**src/rtl/fifo_rd_stream_if.sv**
```systemverilog
// FIFO read port and valid/ready output stream of the drain engine.
// The master modport is the drain engine's view.
interface fifo_rd_stream_if #(
    parameter int F_WIDTH = 32,
    parameter int P_N     = 4
);
    logic               fifo_empty;
    logic [P_N:0]       fifo_data_avail;
    logic [F_WIDTH-1:0] fifo_rd_data;
    logic               fifo_rd_en;
    logic               m_valid;
    logic               m_ready;
    logic [F_WIDTH-1:0] m_data;
    logic               m_last;

    modport master (
        input  fifo_empty, fifo_data_avail, fifo_rd_data, m_ready,
        output fifo_rd_en, m_valid, m_data, m_last
    );

    modport slave (
        output fifo_empty, fifo_data_avail, fifo_rd_data, m_ready,
        input  fifo_rd_en, m_valid, m_data, m_last
    );
endinterface

```
**src/rtl/fifo_rd_stream.sv**
```systemverilog
// Drains a synchronous FIFO into a valid/ready stream through a 2-entry skid buffer.
// It runs in continuous stream mode or in whole-burst mode with an m_last tag.
module fifo_rd_stream #(
    parameter int F_WIDTH = 32,
    parameter int F_DEPTH = 9,
    parameter int P_N     = $clog2(F_DEPTH)
) (
    input  logic             clk,
    input  logic             rst,
    input  logic             burst_mode,
    input  logic [P_N:0]     burst_len,
    fifo_rd_stream_if.master bus,
    output logic             busy,
    output logic [15:0]      burst_cnt
);
    localparam logic [P_N:0] DEPTH_C = (P_N+1)'(F_DEPTH);
    localparam logic [P_N:0] ONE_C   = (P_N+1)'(1);

    typedef enum logic [1:0] {
        IDLE   = 2'd0,
        STREAM = 2'd1,
        BURST  = 2'd2,
        DRAIN  = 2'd3
    } state_t;

    state_t             state_r;
    logic [P_N:0]       issue_rem_r;
    logic               from_burst_r;
    logic               busy_r;
    logic               pend_r;
    logic               pend_last_r;
    logic [1:0]         occ_r;
    logic               valid_r;
    logic [F_WIDTH-1:0] ent0_r;
    logic [F_WIDTH-1:0] ent1_r;
    logic               last0_r;
    logic               last1_r;
    logic [15:0]        burst_cnt_r;

    logic [P_N:0]       len_eff_s;
    logic               want_read_s;
    logic               pop_s;
    logic [2:0]         inflight_s;
    logic               rd_en_s;
    logic               tag_s;
    logic [1:0]         occ_nxt_s;

    // Burst length clamp, read request and credit check.
    always_comb begin
        len_eff_s   = burst_len;
        want_read_s = 1'b0;
        if (burst_len > DEPTH_C) begin
            len_eff_s = DEPTH_C;
        end else begin
            len_eff_s = burst_len;
        end
        case (state_r)
            STREAM:  want_read_s = ~burst_mode;
            BURST:   want_read_s = (issue_rem_r != '0);
            default: want_read_s = 1'b0;
        endcase
        pop_s      = valid_r & bus.m_ready;
        // Words already owed to the buffer: resident plus in flight, minus the one leaving now.
        inflight_s = {1'b0, occ_r} + {2'b00, pend_r} - {2'b00, pop_s};
        rd_en_s    = want_read_s & ~bus.fifo_empty & (inflight_s < 3'd2) & ~rst;
        tag_s      = rd_en_s & (state_r == BURST) & (issue_rem_r == ONE_C);
    end

    // Next buffer occupancy from arriving and departing words.
    always_comb begin
        occ_nxt_s = occ_r;
        if (pend_r && !pop_s) begin
            occ_nxt_s = occ_r + 2'd1;
        end else if (!pend_r && pop_s) begin
            occ_nxt_s = occ_r - 2'd1;
        end else begin
            occ_nxt_s = occ_r;
        end
    end

    // Mode state machine and burst issue counter.
    always_ff @(posedge clk) begin
        if (rst) begin
            state_r      <= IDLE;
            issue_rem_r  <= '0;
            from_burst_r <= 1'b0;
            busy_r       <= 1'b0;
        end else begin
            case (state_r)
                IDLE: begin
                    if (!burst_mode) begin
                        state_r <= STREAM;
                        busy_r  <= 1'b1;
                    end else if ((len_eff_s != '0) && (bus.fifo_data_avail >= len_eff_s)) begin
                        state_r     <= BURST;
                        issue_rem_r <= len_eff_s;
                        busy_r      <= 1'b1;
                    end
                end
                STREAM: begin
                    if (burst_mode) begin
                        state_r      <= DRAIN;
                        from_burst_r <= 1'b0;
                    end
                end
                BURST: begin
                    if (rd_en_s) begin
                        issue_rem_r <= issue_rem_r - ONE_C;
                        if (issue_rem_r == ONE_C) begin
                            state_r      <= DRAIN;
                            from_burst_r <= 1'b1;
                        end
                    end
                end
                DRAIN: begin
                    if ((occ_r == 2'd0) && !pend_r) begin
                        state_r <= IDLE;
                        busy_r  <= 1'b0;
                    end
                end
                default: begin
                    state_r <= IDLE;
                    busy_r  <= 1'b0;
                end
            endcase
        end
    end

    // Skid buffer: head in entry 0, arriving words land behind whatever survives the pop.
    always_ff @(posedge clk) begin
        if (rst) begin
            pend_r      <= 1'b0;
            pend_last_r <= 1'b0;
            occ_r       <= 2'd0;
            valid_r     <= 1'b0;
            ent0_r      <= '0;
            ent1_r      <= '0;
            last0_r     <= 1'b0;
            last1_r     <= 1'b0;
            burst_cnt_r <= 16'd0;
        end else begin
            pend_r      <= rd_en_s;
            pend_last_r <= tag_s;
            occ_r       <= occ_nxt_s;
            valid_r     <= (occ_nxt_s != 2'd0);
            case ({pend_r, pop_s})
                2'b10: begin
                    if (occ_r == 2'd0) begin
                        ent0_r  <= bus.fifo_rd_data;
                        last0_r <= pend_last_r;
                    end else begin
                        ent1_r  <= bus.fifo_rd_data;
                        last1_r <= pend_last_r;
                    end
                end
                2'b01: begin
                    ent0_r  <= ent1_r;
                    last0_r <= last1_r;
                end
                2'b11: begin
                    if (occ_r == 2'd1) begin
                        ent0_r  <= bus.fifo_rd_data;
                        last0_r <= pend_last_r;
                    end else begin
                        ent0_r  <= ent1_r;
                        last0_r <= last1_r;
                        ent1_r  <= bus.fifo_rd_data;
                        last1_r <= pend_last_r;
                    end
                end
                default: begin
                    ent0_r <= ent0_r;
                end
            endcase
            if (pop_s && last0_r && from_burst_r) begin
                burst_cnt_r <= burst_cnt_r + 16'd1;
            end
        end
    end

    assign bus.fifo_rd_en = rd_en_s;
    assign bus.m_valid    = valid_r;
    assign bus.m_data     = ent0_r;
    assign bus.m_last     = last0_r;
    assign busy           = busy_r;
    assign burst_cnt      = burst_cnt_r;
endmodule

```
**src/flat_wrapper.sv**
```systemverilog
// flat-port wrapper written by rule: the top's interface ports become plain ports
module fifo_rd_stream_flat 
#(
    parameter int F_WIDTH = 32,
    parameter int F_DEPTH = 9,
    parameter int P_N     = $clog2(F_DEPTH)
)
  (clk, rst, burst_mode, burst_len, busy, burst_cnt, bus_fifo_empty, bus_fifo_data_avail, bus_fifo_rd_data, bus_m_ready, bus_fifo_rd_en, bus_m_valid, bus_m_data, bus_m_last);
  fifo_rd_stream_if #(.F_WIDTH(F_WIDTH), .P_N(P_N)) bus_i ();
  input  logic clk;
  input  logic rst;
  input  logic burst_mode;
  input  logic [P_N:0] burst_len;
  output logic busy;
  output logic [15:0] burst_cnt;
  input wire logic [$bits(bus_i.fifo_empty)-1:0] bus_fifo_empty;
  input wire logic [$bits(bus_i.fifo_data_avail)-1:0] bus_fifo_data_avail;
  input wire logic [$bits(bus_i.fifo_rd_data)-1:0] bus_fifo_rd_data;
  input wire logic [$bits(bus_i.m_ready)-1:0] bus_m_ready;
  output wire logic [$bits(bus_i.fifo_rd_en)-1:0] bus_fifo_rd_en;
  output wire logic [$bits(bus_i.m_valid)-1:0] bus_m_valid;
  output wire logic [$bits(bus_i.m_data)-1:0] bus_m_data;
  output wire logic [$bits(bus_i.m_last)-1:0] bus_m_last;
  assign bus_i.fifo_empty = bus_fifo_empty;
  assign bus_i.fifo_data_avail = bus_fifo_data_avail;
  assign bus_i.fifo_rd_data = bus_fifo_rd_data;
  assign bus_i.m_ready = bus_m_ready;
  assign bus_fifo_rd_en = bus_i.fifo_rd_en;
  assign bus_m_valid = bus_i.m_valid;
  assign bus_m_data = bus_i.m_data;
  assign bus_m_last = bus_i.m_last;
  fifo_rd_stream #(.F_WIDTH(F_WIDTH), .F_DEPTH(F_DEPTH), .P_N(P_N)) u_core (.clk(clk), .rst(rst), .burst_mode(burst_mode), .burst_len(burst_len), .bus(bus_i), .busy(busy), .burst_cnt(burst_cnt));
endmodule
```
**config.mk**
```make
export PLATFORM = sky130hd
export DESIGN_NAME = fifo_rd_stream_flat
export DESIGN_NICKNAME = d
export VERILOG_FILES = /design/src/rtl/fifo_rd_stream_if.sv /design/src/rtl/fifo_rd_stream.sv /design/src/flat_wrapper.sv
export SDC_FILE = /design/constraint.sdc
export NUM_CORES = 1
export LEC_CHECK = 0
export BUFFER_PORTS_ARGS = -buffer_cell sky130_fd_sc_hd__buf_2
export CAP_MARGIN = 20
export CORE_ASPECT_RATIO = 1.2
export CORE_MARGIN = 5
export CORE_UTILIZATION = 35
export CTS_BUF_LIST = sky130_fd_sc_hd__clkbuf_4
export DETAILED_ROUTE_END_ITERATION = 8
export PLACE_DENSITY_LB_ADDON = 0.15
export SKIP_CTS_REPAIR_TIMING = 1
export SYNTH_ARGS = -nofsm -noshare
export SYNTH_HDL_FRONTEND = slang
export SYNTH_SLANG_ARGS = --single-unit
```
**constraint.sdc**
```tcl
create_clock -name clk -period 4 [get_ports clk]
set_input_delay 0.8 -clock clk [delete_from_list [all_inputs] [get_ports clk]]
set_output_delay 0.8 -clock clk [all_outputs]
set_load 0.01 [all_outputs]
```
==> results of run 1 <==
[where the power goes]
group / switching [mW] / total, mW / internal, mW
combinational: 0.568 / 0.943 / 0.375
clock: 0.319 / 0.568 / 0.249
sequential: 0.0928 / 1.19 / 1.10
total: 0.980 / 2.70 / 1.72
[cell usage after synthesis (all sizes together) (2+ instances only)]
library cell / n / area share (%)
dfxtp: 96 / 44
nand2: 89 / 7.6
nor2: 59 / 5.0
a21oi: 42 / 4.8
a211oi: 35 / 6.1
a22oi: 33 / 5.6
clkbuf: 30 / 2.6
ha: 20 / 5.7
inv: 14 / 1.2
xor2: 12 / 2.4
o21ai: 10 / 1.1
nand3: 9 / 1.0
and3: 6 / 0.85
nand2b: 5 / 0.71
and2: 4 / 0.57
nor2b: 4 / 0.57
nor4: 4 / 0.57
xnor2: 4 / 0.80
a31oi: 3 / 0.91
buf: 3 / 0.26
nand4: 3 / 0.43
or2: 3 / 0.43
a211o: 2 / 0.43
a311o: 2 / 0.48
and4: 2 / 0.40
mux2i: 2 / 0.46
nand3b: 2 / 0.34
nor3: 2 / 0.34
nor3b: 2 / 0.34
o211ai: 2 / 0.34
or3: 2 / 0.28
[final timing paths]
kind                                          from               endpoint  slack (ns)  cells past startpoint
worst min register to register    u_core.ent1_r[5]       u_core.ent1_r[5]        0.46                      2
worst max register to register  u_core.bus.m_valid  u_core.issue_rem_r[2]        1.01                     10
worst max-delay path                   bus_m_ready         bus_fifo_rd_en        0.42                      9
worst min-delay path              u_core.ent1_r[5]       u_core.ent1_r[5]        0.46                      2
[state kept, by name (all words and copies together), names as in the netlist, 2 cells and up]
name and flops:
u_core.bus.m_data 32, u_core.burst_cnt 16, u_core.state_r 2, u_core.occ_r 2, u_core.ent1_r 32, u_core.issue_rem_r 5
[layer usage]
metal	part of all wire [%]	vias up
li1	-	1985
met1	46	1864
met2	47	104
met3	5.9	2
met4	0.46	0
met5	0	-
[worst max-delay path, delay by kind of cell]
kind	cells	cell delay (ns)
and+or+nand+nor	4	0.77
adders and majority gates	2	0.73
buffers and inverters	2	0.27
AOI/OAI and AO/OA	1	0.20
[cells by family after synthesis]
logic type	Yosys count	synth area share (%)
simple gates	199	20.31
other cells	1	0.08524
compound gates	139	22.13
fa+ha+maj	21	6.143
flops	96	43.69
mux	2	0.4551
xor+xnor	16	3.185
buf+inv	47	4.010
[final cells by class]
| cell class | count | area, um2 |
|---|---|---|
| diodes | 1 | 2.502 |
| clock buffers | 9 | 67.56 |
| clock inverters | 5 | 81.33 |
| fillers | 1284 | 7039 |
| inverters | 14 | 52.55 |
| multi-input cells | 378 | 2320 |
| flip-flops and latches | 96 | 1922 |
| well taps | 161 | 201.4 |
| repair buffers | 104 | 535.5 |
==> results.cfg, run 1 <==
[grt]
use_met2_pct = 24.25
grt_pass1_wl_mm = 18.51
grt_use_met1_pct = 19.32
grt_start_max_net_pins = 61
grtUsageTotal_pct = 14.82
first_global_vias = 3868
grt_antenna_before_repair = 1
grt.busiest_layer = met2
grt_overflow_total = 0
grt_use_met3_pct = 3.929

[timing]
setup_tns_ns = 0
hold_viol_final = 0
finalSetupViolations = 0
rsz0062_at_grt = no
drv_slew = 0
period_share_pct = 89.53
clock_skew_ns = 0.02868
slew_headroom_pct = 50.99
fin_hold_ws_ns = 0.4636
fin_crit_ns = 3.581
tightest_slew_ns = 0.7352
fin_ws_ns = 0.4187
fmax_mhz = 279.2

[floorplan]
start_util_pct = 36.00
dieArea_um2 = 14920
io-pin-count = 99
chipWidth_um = 112.3
fp.dieH_um = 132.8
core.rowCount = 44
coreArea_um2 = 12220

[critical_path]
cpMostUsedCell = buf_2
slowest_delay_ns = 0.44
worstPathCellList = buf_2, and2_1, ha_1, nor2_1, fa_1, nor4b_2, nand2_1, a21oi_1, buf_2
crit_path_end_kind = primary output
crit_slowest_cell = fa_1
crit_arrival_ns = 2.78
startpoint_type = primary input
crit_required_ns = 3.20
crit_path_max_fanout = 4
critPathKind = in2out

[pwr]
max-vdd-ir-drop_uv = 235.0
fin_total_pwr_mw = 2.701
leakage_nw = 2.053
p_per_area_nw_per_um2 = 521.1

[synth]
synthesis.area_um2 = 4399
yosys_warnings = 0
syn_inst = 521
synth_edf_count = 0
synth_seq_cells = 96
synthFlopType = dfxtp_1
syn-mean-instance-area_um2 = 8.444
async_flop_share_pct = 0
ys_types = 54
yosysSeqAreaShare_pct = 43.69
synth_nets = 589

[run_status]
status = complete, no violations

[layout]
syn_to_final_growth_pct = 17.80
post_route_cells_drive_above_1_share_pct = 21.95
layout_common_cells = buf_2, dfxtp_1, nand2_1
stdcell_count = 768
postLayoutCellArea_um2 = 5182
final_common_cell = buf_2
post-route-util_pct = 42.40
nets = 671

[routing]
firstDrtPassIters = 4
totalWireLength_mm = 11.12
wl_per_cell_um = 14.48
drtIter0Drc = 243
drtAntennaViolNets = 0
drc = 0
avgViaCountPerCell = 5.150
vias = 3955

[place]
dp_hpwl_mm = 7.583
gp_congestion = 0.7512
dpl_cell_area_um2 = 5031
port_buffers = 98
dp_cells = 753
post-place-ws_ns = 0.4517

[clock_tree]
clk_latency_ns = 0.43
cts_tree = yes
clk_path_buf_depth = 2
root_buffer = clkbuf_4
cts_buffers = 9
cts.clk_slew.worst_paths_ns = 0.12
clock-sinks = 96
cts-htree-levels = 3

[worst_hold_path]
min_path_type = reg2reg

[run]
drv_cap = 0
Power figures use the tool's default switching activity.
==> run 2: changes to the inputs <==
Settings changed: RECOVER_POWER set to 50.
==> run 2 against run 1 <==
The flow now finishes with violations (max-capacitance violations, max-slew violations). Hold slack barely moved. Sequential share of layout area rose by 0.52 points. First-iteration DRC count rose by 1.6%. Via count fell by 0.38%. Flip-flop and latch count did not move. Highest routed layer unchanged. Setup slack got worse by 0.0036 ns. Critical path type unchanged.
==> results.cfg, run 2 (synthesis results as in run 1) <==
[grt]
first_global_vias = 3868
grtUsageTotal_pct = 14.82
grt_antenna_before_repair = 1
grt_start_max_net_pins = 61
grt_overflow_total = 0
grt_pass1_wl_mm = 18.51

[layout]
syn_to_final_growth_pct = 16.18
post_route_cells_drive_above_1_share_pct = 13.20
layout_common_cells = dfxtp_1, nand2_1, nor2_1
nets = 671
final_common_cell = dfxtp_1

[pwr]
leakage_nw = 1.826
p_per_area_nw_per_um2 = 523.3
max-vdd-ir-drop_uv = 226.7

[floorplan]
fp.dieH_um = 132.8
coreArea_um2 = 12220
core.rowCount = 44
io-pin-count = 99
dieArea_um2 = 14920
start_util_pct = 36.00
chipWidth_um = 112.3

[routing]
wl_per_cell_um = 14.39
totalWireLength_mm = 11.06
drtAntennaViolNets = 0
drc = 0
vias = 3940
drtIter0Drc = 247
firstDrtPassIters = 5
avgViaCountPerCell = 5.130

[timing]
clock_skew_ns = 0.02831
drv_slew = 72
period_share_pct = 89.62
fmax_mhz = 278.9
hold_viol_final = 0
finalSetupViolations = 0
setup_tns_ns = 0
fin_ws_ns = 0.4150
tightest_slew_ns = 1.716
slew_headroom_pct = -14.38
fin_crit_ns = 3.585
rsz0062_at_grt = no

[critical_path]
critPathKind = in2out
cpMostUsedCell = buf_2
slowest_delay_ns = 0.44
ff2ff_path_depth = 10
crit_buf_inv = 2
crit_path_max_fanout = 4
crit_path_end_kind = primary output
worstPathCellList = buf_2, and2_1, ha_1, nor2_1, fa_1, nor4b_2, nand2_1, a21oi_1, buf_2
path_delay_family = simple AND/OR/NAND/NOR gates
crit_end = bus_fifo_rd_en
r2r-start = u_core.bus.m_valid
crit_required_ns = 3.20
startpoint = bus_m_ready
startpoint_type = primary input
rr_endpoint = u_core.issue_rem_r[2]
path_depth = 9
rrSetupSlack_ns = 1.00
crit_arrival_ns = 2.78
crit_slowest_cell = fa_1

[worst_hold_path]
min_path_type = reg2reg

[place]
port_buffers = 98
gp_congestion = 0.7512
dp_hpwl_mm = 7.583
post-place-ws_ns = 0.4517

[run]
drv_cap = 2

[clock_tree]
cts_tree = yes
cts.clk_slew.worst_paths_ns = 0.12
cts-htree-levels = 3
cts_buffers = 9
clock-sinks = 96
clk_latency_ns = 0.43
clk_path_buf_depth = 2
root_buffer = clkbuf_4

[run_status]
violations = max-capacitance violations, max-slew violations
status = complete, but fails checks
-- run 2: cell types whose count changed in the layout (fill, tap and decap cells not counted) --
cell	change
clkbuf_1	+53
clkbuf_2	+1
buf_2	-52
buf_4	-2
-- run 2: final cells by class --
type	count	area, um2
multi-input combinational	378	2320
fill	1304	7111
clock buffer	9	67.56
antenna	1	2.502
tap	161	201.4
timing repair buffer	104	464.2
clock inverter	5	81.33
sequential	96	1922
inverter	14	52.55
-- run 2: where the power goes --
group	internal (mW)	switching [mW]	total (mW)
Combinational	0.349	0.563	0.912
Clock	0.248	0.320	0.569
Sequential	1.10	0.0965	1.19
-- run 2: worst min-delay path, delay by kind of cell, from the launching register on --
family | cells | cell delay [ns]
DFF | 1 | 0.33
AOI/OAI and AO/OA | 1 | 0.05
and+or+nand+nor | 1 | 0.05
-- run 2: through the flow --
stage | cells | util [%] | cell area [um2] | power [mW] | hold WS, ns
CTS | 767 | 42.38 | 5180 | 2.740 | 0.4640
global placement | 753 | 41.17 | 5031 | 2.149 | 0.4413
finish | 768 | 41.82 | 5111 | 2.675 | 0.4638
detailed placement | 753 | 41.17 | 5031 | 2.162 | 0.4462
global route | 768 | 41.82 | 5111 | 2.880 | 0.4797
floorplan | 521 | - | 4399 | 1.855 | 0.4323
-- run 2: worst min-delay path by stage --
stage / startpoint / endpoint / slack [ns] / cells past startpoint
3_3_place_gp: u_core.last1_r / u_core.last1_r / 0.44 / 2
6_report: u_core.ent1_r[5] / u_core.ent1_r[5] / 0.46 / 2
5_1_grt: u_core.last1_r / u_core.last1_r / 0.48 / 2
4_1_cts: u_core.last1_r / u_core.last1_r / 0.46 / 2
2_1_floorplan: u_core.pend_last_r / u_core.last1_r / 0.43 / 2
3_5_place_dp: u_core.last1_r / u_core.last1_r / 0.45 / 2
-- run 2: layer usage --
layer | global-route usage [%] | share of wire (%)
met2 | 24.25 | 48
met4 | 4.008 | 0.46
met5 | 0 | 0
met3 | 3.929 | 4.9
met1 | 19.32 | 47
==> run 3: changes to the inputs <==
Settings changed: CAP_MARGIN 20 to 5, PLACE_DENSITY set to 0.68, PLACE_DENSITY_LB_ADDON 0.15 to unset.
==> run 3 against run 2 <==
The flow still finishes with violations (max-capacitance violations, max-slew violations). Hold slack lost 0.00078 ns. Setup slack gained 0.12 ns. Die area unchanged.
==> results.cfg, run 3 (synthesis results as in run 1) <==
[run_status]
status = complete, but fails checks
violations = max-capacitance violations, max-slew violations

[clock_tree]
root_buffer = clkbuf_4
clk_path_buf_depth = 2
cts-htree-levels = 3
clk_latency_ns = 0.44
cts.clk_slew.worst_paths_ns = 0.14
cts_tree = yes
clock-sinks = 96
cts_buffers = 9

[routing]
vias = 3960
drc = 0
wl_per_cell_um = 14.26
drtAntennaViolNets = 0
avgViaCountPerCell = 5.150
firstDrtPassIters = 5
drtIter0Drc = 213
totalWireLength_mm = 10.97

[grt]
first_global_vias = 3811
grt_overflow_total = 0
grt_use_met1_pct = 17.65
grt_use_met3_pct = 3.883
grt.busiest_layer = met2
grt_pass1_wl_mm = 18.21
use_met2_pct = 24.32
grtUsageTotal_pct = 14.61
grt_antenna_before_repair = 0
grt_start_max_net_pins = 96

[timing]
period_share_pct = 86.63
clock_skew_ns = 0.01393
rsz0062_at_grt = no
fin_ws_ns = 0.5350
fin_crit_ns = 3.465
drv_slew = 96
finalSetupViolations = 0
slew_headroom_pct = -31.11
setup_tns_ns = 0
fmax_mhz = 288.6
tightest_slew_ns = 1.967
hold_viol_final = 0

[critical_path]
critPathKind = in2out
path_delay_family = simple AND/OR/NAND/NOR gates
crit_buf_inv = 2
rr_endpoint = u_core.issue_rem_r[2]
crit_required_ns = 3.20
slowest_delay_ns = 0.43
crit_arrival_ns = 2.67
r2r-start = u_core.pend_r
startpoint = bus_m_ready
crit_path_max_fanout = 4
crit_end = bus_fifo_rd_en
path_depth = 9
rrSetupSlack_ns = 1.05
crit_slowest_cell = fa_1
cpMostUsedCell = buf_2
worstPathCellList = buf_2, and2_1, ha_1, nor2_1, fa_1, nor4b_2, nand2_1, a21oi_1, buf_2
crit_path_end_kind = primary output
ff2ff_path_depth = 10
startpoint_type = primary input

[floorplan]
dieArea_um2 = 14920
core.rowCount = 44
io-pin-count = 99
start_util_pct = 36.00
coreArea_um2 = 12220
fp.dieH_um = 132.8
chipWidth_um = 112.3

[layout]
post_route_cells_drive_above_1_share_pct = 13.49
syn_to_final_growth_pct = 15.96
n_fill_cell = 1269
final_common_cell = dfxtp_1
nets = 671
layout_common_cells = dfxtp_1, nand2_1, nor2_1
n_antenna_cell = 0
stdcell_count = 769

[place]
port_buffers = 98
dp_hpwl_mm = 7.502
post-place-ws_ns = 0.5156
gp_congestion = 0.9093
dp_cells = 753

[pwr]
max-vdd-ir-drop_uv = 193.7
p_per_area_nw_per_um2 = 517.3
leakage_nw = 1.826

[run]
drv_cap = 1

[worst_hold_path]
min_path_type = reg2reg
==> run 3: changes by cell type in the layout (fill, tap and decap cells not counted) <==
cell,previous run,this run
diode_2,1,0
and2_0,0,1
clkinv_1,0,1
clkbuf_1,53,52
bufinv_16,2,1
clkbuf_4,9,11
buf_4,4,5
and2_1,4,3
==> run 3: worst min-delay path by stage <==
| stage | from | endpoint | slack, ns | cells past startpoint |
|---|---|---|---|---|
| after global placement | u_core.last1_r | u_core.last1_r | 0.44 | 2 |
| final | u_core.ent1_r[27] | u_core.ent1_r[27] | 0.46 | 2 |
| after CTS | u_core.ent1_r[30] | u_core.ent1_r[30] | 0.47 | 2 |
| after global routing | u_core.ent1_r[2] | u_core.ent1_r[2] | 0.48 | 2 |
| after detailed placement | u_core.pend_last_r | u_core.last1_r | 0.45 | 2 |
| after floorplan | u_core.pend_last_r | u_core.last1_r | 0.43 | 2 |
==> run 3: routing by layer <==
metal	vias to the layer above	wire length [um]
li1	1983	-
met1	1871	4841
met2	88	5346
met3	18	567
met4	0	214
met5	-	0
==> run 3: layout make-up <==
class	instances	area (um2)	share of cell area, %
Sequential cell	96	1922	37.67
Timing Repair Buffer	104	467.9	9.173
Clock inverter	5	55.05	1.079
Multi-Input combinational cell	378	2320	45.47
Inverter	14	52.55	1.030
Clock buffer	11	82.58	1.619
Tap cell	161	201.4	3.949
==> run 3: report_power, final <==
group / internal [mW] / switching (mW) / leakage (nW)
Sequential: 1.10 / 0.0937 / 0.776
Clock: 0.205 / 0.323 / 0.0749
Combinational: 0.349 / 0.571 / 0.975
==> run 3: stage by stage <==
step | hold WS [ns] | utilization [%] | instance area [um2] | power [mW]
after CTS | 0.4652 | 42.31 | 5171 | 2.696
after global placement | 0.4408 | 41.19 | 5034 | 2.135
final | 0.4630 | 41.74 | 5101 | 2.639
after global routing | 0.4791 | 41.74 | 5101 | 2.825
after detailed placement | 0.4452 | 41.19 | 5034 | 2.163
after floorplan | 0.4323 | - | 4399 | 1.855
==> run 3: worst register-to-register path, delay by kind of cell, from the launching register on <==
family                     cells  cell delay [ns]
AOI/OAI and AO/OA              3             0.74
adders and majority gates      2             0.74
buffers and inverters          1             0.12
DFF                            1             0.42
and+or+nand+nor                4             0.83
